File: config.mk
export PLATFORM = sky130hd
export DESIGN_NAME = fir_channel_scheduler
export DESIGN_NICKNAME = d
export VERILOG_FILES = /design/src/rtl/fir_channel_scheduler.sv
export SDC_FILE = /design/constraint.sdc
export NUM_CORES = 1
export LEC_CHECK = 0
export BUFFER_PORTS_ARGS = -buffer_cell sky130_fd_sc_hd__buf_2
export CORE_UTILIZATION = 30
export DETAILED_ROUTE_END_ITERATION = 12
export GPL_TIMING_DRIVEN = 0
export PLACE_DENSITY_LB_ADDON = 0.05
export SKIP_CTS_REPAIR_TIMING = 1
export SYNTH_ARGS = -nofsm -noshare
export SYNTH_HDL_FRONTEND = slang
export SYNTH_SLANG_ARGS = --single-unit
File: constraint.sdc
create_clock -name i_clk -period 2.2 [get_ports i_clk]
set_clock_uncertainty 0.05 [all_clocks]
set_input_delay 0.44 -clock i_clk [delete_from_list [all_inputs] [get_ports i_clk]]
set_output_delay 0.44 -clock i_clk [all_outputs]
set_load 0.02 [all_outputs]
File: src/rtl/fir_channel_scheduler.sv
// Round-robin scheduler that time-shares one FIR MAC engine among NUM_CH channels.
// Owns the FIR issue/result handshakes. A watchdog abandons a FIR that never answers.
module fir_channel_scheduler #(
  parameter int DATA_WIDTH     = 24,
  parameter int NUM_CH         = 4,
  parameter int CH_WIDTH       = $clog2(NUM_CH),
  parameter int TIMEOUT_CYCLES = 64
) (
  input  logic                         i_clk,
  input  logic                         i_rst,
  input  logic                         i_en,
  input  logic [NUM_CH*DATA_WIDTH-1:0] iv_ch_din,
  input  logic [NUM_CH-1:0]            iv_ch_din_valid,
  output logic [NUM_CH-1:0]            ov_ch_din_ready,
  output logic [DATA_WIDTH-1:0]        ov_ch_dout,
  output logic [CH_WIDTH-1:0]          ov_ch_dout_id,
  output logic                         o_ch_dout_valid,
  input  logic                         i_ch_dout_ready,
  output logic [DATA_WIDTH-1:0]        ov_fir_din,
  output logic                         o_fir_din_valid,
  output logic [CH_WIDTH-1:0]          ov_fir_bank,
  input  logic                         i_fir_ready,
  input  logic [DATA_WIDTH-1:0]        iv_fir_dout,
  input  logic                         i_fir_dout_valid,
  output logic                         o_fir_ready,
  output logic                         o_busy,
  output logic                         o_err_timeout
);

  // One spare count of headroom: an ISSUE->WAIT_RESULT move on the last cycle can reach the limit.
  localparam int WD_WIDTH = $clog2(TIMEOUT_CYCLES + 2);

  typedef enum logic [1:0] {IDLE, ISSUE, WAIT_RESULT, DELIVER} state_e;

  state_e                  state_q, state_d;
  logic [CH_WIDTH-1:0]     rr_last_q, rr_last_d;
  logic [NUM_CH-1:0]       din_ready_q, din_ready_d;
  logic [DATA_WIDTH-1:0]   fir_din_q, fir_din_d;
  logic                    fir_din_valid_q, fir_din_valid_d;
  logic [CH_WIDTH-1:0]     bank_q, bank_d;
  logic [DATA_WIDTH-1:0]   dout_q, dout_d;
  logic [CH_WIDTH-1:0]     dout_id_q, dout_id_d;
  logic                    dout_valid_q, dout_valid_d;
  logic                    fir_ready_q, fir_ready_d;
  logic                    busy_q, busy_d;
  logic                    err_q, err_d;
  logic [WD_WIDTH-1:0]     wd_q, wd_d;

  logic                    grant_found;
  logic [CH_WIDTH-1:0]     grant_idx;
  logic [CH_WIDTH-1:0]     cand;
  logic [DATA_WIDTH-1:0]   grant_data;
  logic [WD_WIDTH-1:0]     wd_inc;
  logic                    wd_expired;

  // Search upward from the channel after the last one served, wrapping modulo NUM_CH.
  always_comb begin
    grant_found = 1'b0;
    grant_idx   = '0;
    cand        = '0;
    for (int k = 1; k <= NUM_CH; k++) begin
      cand = CH_WIDTH'((int'(rr_last_q) + k) % NUM_CH);
      if (!grant_found && iv_ch_din_valid[cand]) begin
        grant_found = 1'b1;
        grant_idx   = cand;
      end
    end
  end

  assign grant_data = iv_ch_din[int'(grant_idx)*DATA_WIDTH +: DATA_WIDTH];
  assign wd_inc     = wd_q + 1'b1;
  assign wd_expired = (wd_inc >= WD_WIDTH'(TIMEOUT_CYCLES));

  always_comb begin
    state_d         = state_q;
    rr_last_d       = rr_last_q;
    din_ready_d     = '0;
    fir_din_d       = fir_din_q;
    fir_din_valid_d = fir_din_valid_q;
    bank_d          = bank_q;
    dout_d          = dout_q;
    dout_id_d       = dout_id_q;
    dout_valid_d    = dout_valid_q;
    fir_ready_d     = 1'b0;
    err_d           = err_q;
    wd_d            = wd_q;

    unique case (state_q)
      IDLE: begin
        if (i_en && grant_found) begin
          din_ready_d     = NUM_CH'(1) << grant_idx;
          fir_din_d       = grant_data;
          fir_din_valid_d = 1'b1;
          bank_d          = grant_idx;
          wd_d            = '0;
          state_d         = ISSUE;
        end
      end
      ISSUE: begin
        wd_d = wd_inc;
        if (i_fir_ready) begin
          fir_din_valid_d = 1'b0;
          state_d         = WAIT_RESULT;
        end else if (wd_expired) begin
          err_d           = 1'b1;
          fir_din_valid_d = 1'b0;
          rr_last_d       = bank_q;
          state_d         = IDLE;
        end
      end
      WAIT_RESULT: begin
        wd_d = wd_inc;
        // A result on the final watchdog cycle still counts as an answer.
        if (i_fir_dout_valid) begin
          dout_d       = iv_fir_dout;
          dout_id_d    = bank_q;
          dout_valid_d = 1'b1;
          fir_ready_d  = 1'b1;
          state_d      = DELIVER;
        end else if (wd_expired) begin
          err_d     = 1'b1;
          rr_last_d = bank_q;
          state_d   = IDLE;
        end
      end
      DELIVER: begin
        if (i_ch_dout_ready) begin
          dout_valid_d = 1'b0;
          rr_last_d    = bank_q;
          state_d      = IDLE;
        end
      end
      default: state_d = IDLE;
    endcase

    busy_d = (state_d != IDLE);
  end

  always_ff @(posedge i_clk or posedge i_rst) begin
    if (i_rst) begin
      state_q         <= IDLE;
      rr_last_q       <= CH_WIDTH'(NUM_CH - 1);
      din_ready_q     <= '0;
      fir_din_q       <= '0;
      fir_din_valid_q <= 1'b0;
      bank_q          <= '0;
      dout_q          <= '0;
      dout_id_q       <= '0;
      dout_valid_q    <= 1'b0;
      fir_ready_q     <= 1'b0;
      busy_q          <= 1'b0;
      err_q           <= 1'b0;
      wd_q            <= '0;
    end else begin
      state_q         <= state_d;
      rr_last_q       <= rr_last_d;
      din_ready_q     <= din_ready_d;
      fir_din_q       <= fir_din_d;
      fir_din_valid_q <= fir_din_valid_d;
      bank_q          <= bank_d;
      dout_q          <= dout_d;
      dout_id_q       <= dout_id_d;
      dout_valid_q    <= dout_valid_d;
      fir_ready_q     <= fir_ready_d;
      busy_q          <= busy_d;
      err_q           <= err_d;
      wd_q            <= wd_d;
    end
  end

  assign ov_ch_din_ready = din_ready_q;
  assign ov_fir_din      = fir_din_q;
  assign o_fir_din_valid = fir_din_valid_q;
  assign ov_fir_bank     = bank_q;
  assign ov_ch_dout      = dout_q;
  assign ov_ch_dout_id   = dout_id_q;
  assign o_ch_dout_valid = dout_valid_q;
  assign o_fir_ready     = fir_ready_q;
  assign o_busy          = busy_q;
  assign o_err_timeout   = err_q;

endmodule

# == Yosys cells after proc, flatten, opt, wreduce, memory -nomap -nowiden ==
# Cells that the tools add are included.
# word_totals
regBits,72
latch_bits,0
ram_bits,0
rom_bits,0
out_inout_bits,61
word_cells,101
memories,0
# classes
n_addsub,5
multipliers,1
div,0
n_lt_le_gt_ge,5
eq_ne,9
n_shift,2
n_mux,44
bitwise,0
reduce_logical,22
# ops
op,count
$shiftx 96x8->24,1
$mux 2,13
$mux 1,18
$pmux 7 s2,1
$lt 2x3->1 const B,4
$ne 2x2->1 const B,5
$reduce_bool 2->1,5
$reduce_and 3->1,3
$bmux 1 s2,4
$mux 4,2
$pmux 2 s4,1
$add 7x1->7 const B,1
$ge 7x7->1 const B,1
$mux 7,1
$pmux 1 s2,3
$pmux 2 s3,1
$reduce_and 2->1,3
$add 2x1->2 const B,2
$add 2x2->2 const B,2
$eq 2x2->1 const B,2
$logic_and 1x1->1,4
$mul 2x2->4 const B,1
$reduce_and 4->1,1
$shl 1x2->4 const A,1
other kinds (6),8

# == Logic depth before layout (Yosys ltp) ==
# logic_depth
ltp_word,17
mapped_depth,8
ltp_nobuf,6

# == Worst setup path before layout ==
# No wires, ideal clock.
# synth_timing
path_type,register to register
start,register state_q[0]
end,register rr_last_q[0]
setup_time_ns,0.085
t_arrival_ns,1.804
slack_ns,0.261
path_stages_with_launch,7
period_less_slack_ns,1.939
cell_sequence,dfrtp_1 > inv_1 > ha_1 > a22o_1 > or3_1 > a31oi_2 > mux2_1
# synth_via
elab_chain_len,3
elab_cells_between_ends,9
cone_classes,eq/ne: 6; mux: 1; reduce/logical: 2
# synth_lines
element,line_no,source
"start, declared",35,"state_e state_q, state_d;"
"start signal, assigned",155,state_q <= state_d;
$eq 2x2->1 or $eq 2x1->1 (tied branches),88,unique case (state_q)
$ne 2x2->1 (no source line) or $reduce_bool 3->1 (tied branches),--,
$reduce_and 4->1 (no source line),--,
"end signal, assigned",142,rr_last_q <= CH_WIDTH'(NUM_CH - 1);
"end signal, assigned",156,rr_last_q <= rr_last_d;
"end, declared",36,"logic [CH_WIDTH-1:0] rr_last_q, rr_last_d;"
# Parallel ways exist; a longest one is shown, timed or not.
# A chain may end at the register's enable or synchronous reset.

# == Final worst setup path ==
# layout_timing
start,register state_q[0]
end,register rr_last_q[1]
# The elaborated chain is that of the path after synthesis.

==> qor.yml <==
status: "finished clean"
dp_slack_ns: -0.0204
synth_area_leaders: "dfrtp_1, a41oi_1, mux2_2, nand3_1, o21ai_0"
grt_start_max_net_pins: 33
finish.utilization: 0.429
diodes: 0
peakVddDrop_mv: 0.566
die_y_um: 117
maxCapViolCount: 0
setup_ws_ns: 0.126
ys_ff_latch: 72
power_frac_seq: 0.308
hold_viol: 0
path_buf_inv: 1
place.gp.congestion: 0.838
crit_chain: "inv_1, ha_1, a22o_1, or3_1, a31oi_2, mux2_1"
crit_path_max_fanout: 5
cts_root_buf: "clkbuf_16"
final-setup-viol-count: 0
cp.arrival_ns: 2.29
synth_flop_cell: "dfrtp_1"
clkPwrFrac: 0.195
r2r-start: "state_q[0]"
overflow: 0
io_pins: 191
die_width_um: 117
fmax_mhz: 482
nets: 726
comb_power_share: 0.498
clkSlewWorstSetupHoldPaths_ns: 0.06
wirelength_um: 12800
synthesis.nets: 523
power_switching_mw: 3.08
grt_pass1_wl_um: 19900
worstSetupPathType: "register to register"
layout-drive-gt1-share: 0.475
ys_warn_count: 0
power_density_nw_per_um2: 1340
tightest_slew_ns: 0.556
synth_seq_area_share: 0.458
fp.dieArea_um2: 13600
io_buffer_count: 190
hp-class: "primary input to asynchronous set/reset pin"
syn_area_um2: 3940
drtPass1Iterations: 4
syn_to_final_growth_pct: 38.4
crit_path_top_delay_cell: "dfrtp_2"
first_iter_violations: 151
p_int_mw: 4.20
vias: 3909
final.min_clock_period_ns: 2.07
viasPerCell: 5.09
synth_cells: 388
path_delay_family: "compound AO/OA/AOI/OAI gates"
dp_hpwl_um: 9720
yosys.area.top_type_share: 0.445
synthArstFlopShare: 1.00
cp-end-kind: "register"
cts_made_buffers: 9
startpoint_type: "register"
ant_nets: 0
yosys.cell_count.top_type: "dfrtp_1"
avgSynthCellArea_um2: 10.2
yosys.cell_types.count: 51
synth_top_area_cell: "dfrtp_1"
rows: 41
drcViolationCount: 0
slew_headroom: 0.629
netlist_top_cells_count: "dfrtp_1, nand3_1, a41oi_1"
grt_pass1_vias: 3938
p_leak_nw: 2.48
critPathRequiredTime_ns: 2.42
cts_tree: "built"
synth-edff-count: 0
setup.worst_path.start: "state_q[0]"
track_usage: 0.194
p_sw_frac: 0.423
htree_num_levels: 3
clk_latency_ns: 0.34
clock-sinks: 72
post_drt_wl_per_cell_um: 16.7
clockBufferDepth: 2
drv_slew: 0
start_util: 0.310
antenna_found_initial: 0
slowest_delay_ns: 0.40
core_area_um2: 12700
rsz0062_at_grt: "no"
period_share: 0.943
metrics by stage:
stage	power [mW]	std cells	TNS, ns	instance area [um^2]	hold slack (ns)
2_1_floorplan	4.73	388	0	3940	0.421
3_3_place_gp	5.89	750	-0.149	5110	0.392
3_5_place_dp	5.92	752	-0.0204	5150	0.395
4_1_cts	7.38	768	-0.0123	5440	0.0598
5_1_grt	7.84	768	0	5450	0.0894
6_report	7.29	768	0	5450	0.0573
power by group through the flow:
stage / Sequential, mW / Combinational (mW) / Clock (mW)
2_1_floorplan: 2.90 / 1.83 / 0
3_3_place_gp: 2.25 / 3.64 / 0
3_5_place_dp: 2.27 / 3.66 / 0
4_1_cts: 2.25 / 3.67 / 1.47
5_1_grt: 2.33 / 4.00 / 1.52
6_report: 2.24 / 3.63 / 1.42
layout by cell type (no fill, tap or decap), types with 4 or more instances in the layout:
cell | netlist | layout
a21oi_1 | 9 | 9
a41oi_1 | 45 | 45
and2_1 | 4 | 4
buf_2 | 15 | 205
buf_4 | 5 | 5
buf_6 | 7 | 7
clkbuf_1 | 8 | 5
clkbuf_16 | 0 | 9
dfrtp_1 | 70 | 69
ha_1 | 5 | 5
inv_1 | 8 | 7
mux2_2 | 26 | 26
nand2_1 | 13 | 13
nand2b_1 | 4 | 4
nand3_1 | 50 | 50
nor2_1 | 30 | 30
nor2b_1 | 5 | 5
o21ai_0 | 30 | 30
o21ai_1 | 10 | 9
or3_1 | 5 | 5
registers in the layout (all words and copies together), names as in the netlist:
| register | cells |
|---|---|
| ov_ch_dout | 24 |
| rr_last_q | 2 |
| ov_ch_din_ready | 4 |
| ov_ch_dout_id | 2 |
| o_ch_dout_valid | 1 |
| state_q | 2 |
| o_err_timeout | 1 |
| o_fir_din_valid | 1 |
| ov_fir_bank | 2 |
| wd_q | 7 |
| ov_fir_din | 24 |
| o_fir_ready | 1 |
| o_busy | 1 |
final cells by class:
type                       instances  area (um^2)
timing repair buffer             192          991
multi-input combinational        273         1890
inverter                           8         33.8
clock buffer                      10          239
fill                            1326         7270
sequential                        72         1810
buffer                            35          225
clock inverter                     6         51.3
tap                              172          215
metal layers:
layer  wire (um)  up-vias  track usage
li1            -     1885            -
met1        5650     1851        0.245
met2        6010      156        0.315
met4         205        0       0.0886
met5           0        -            0
met3         952       17       0.0441
path summary, 6_finish.rpt:
check	end	slack, ns	cells past startpoint
worst max-delay path	rr_last_q[1]	0.13	6
worst min-delay path	ov_fir_din[3]	0.06	2
worst max register to register	rr_last_q[1]	0.13	6
worst min register to register	o_err_timeout	0.41	1
max in group asynchronous	rr_last_q[1]	1.26	4
min in group i_clk	ov_ch_dout[22]	0.27	2
worst register-to-register path: cells and delay by family, from the launching register on:
family                   cells  cell delay [ns]
AO/OA/AOI/OAI                2             0.49
adder cells (fa/ha/maj)      1             0.24
buffers and inverters        1             0.09
flip-flops                   1             0.40
multiplexers                 1             0.34
AND/OR/NAND/NOR              1             0.38
logic make-up after synthesis:
group                      count (synthesis)  synth area share
buffers and inverters                     43            0.0638
and+or+nand+nor                          121             0.151
adders and majority gates                  5            0.0159
muxes                                     29            0.0857
DFF                                       72             0.458
AOI/OAI and AO/OA                        118             0.226
Power figures use the tool's default switching activity.
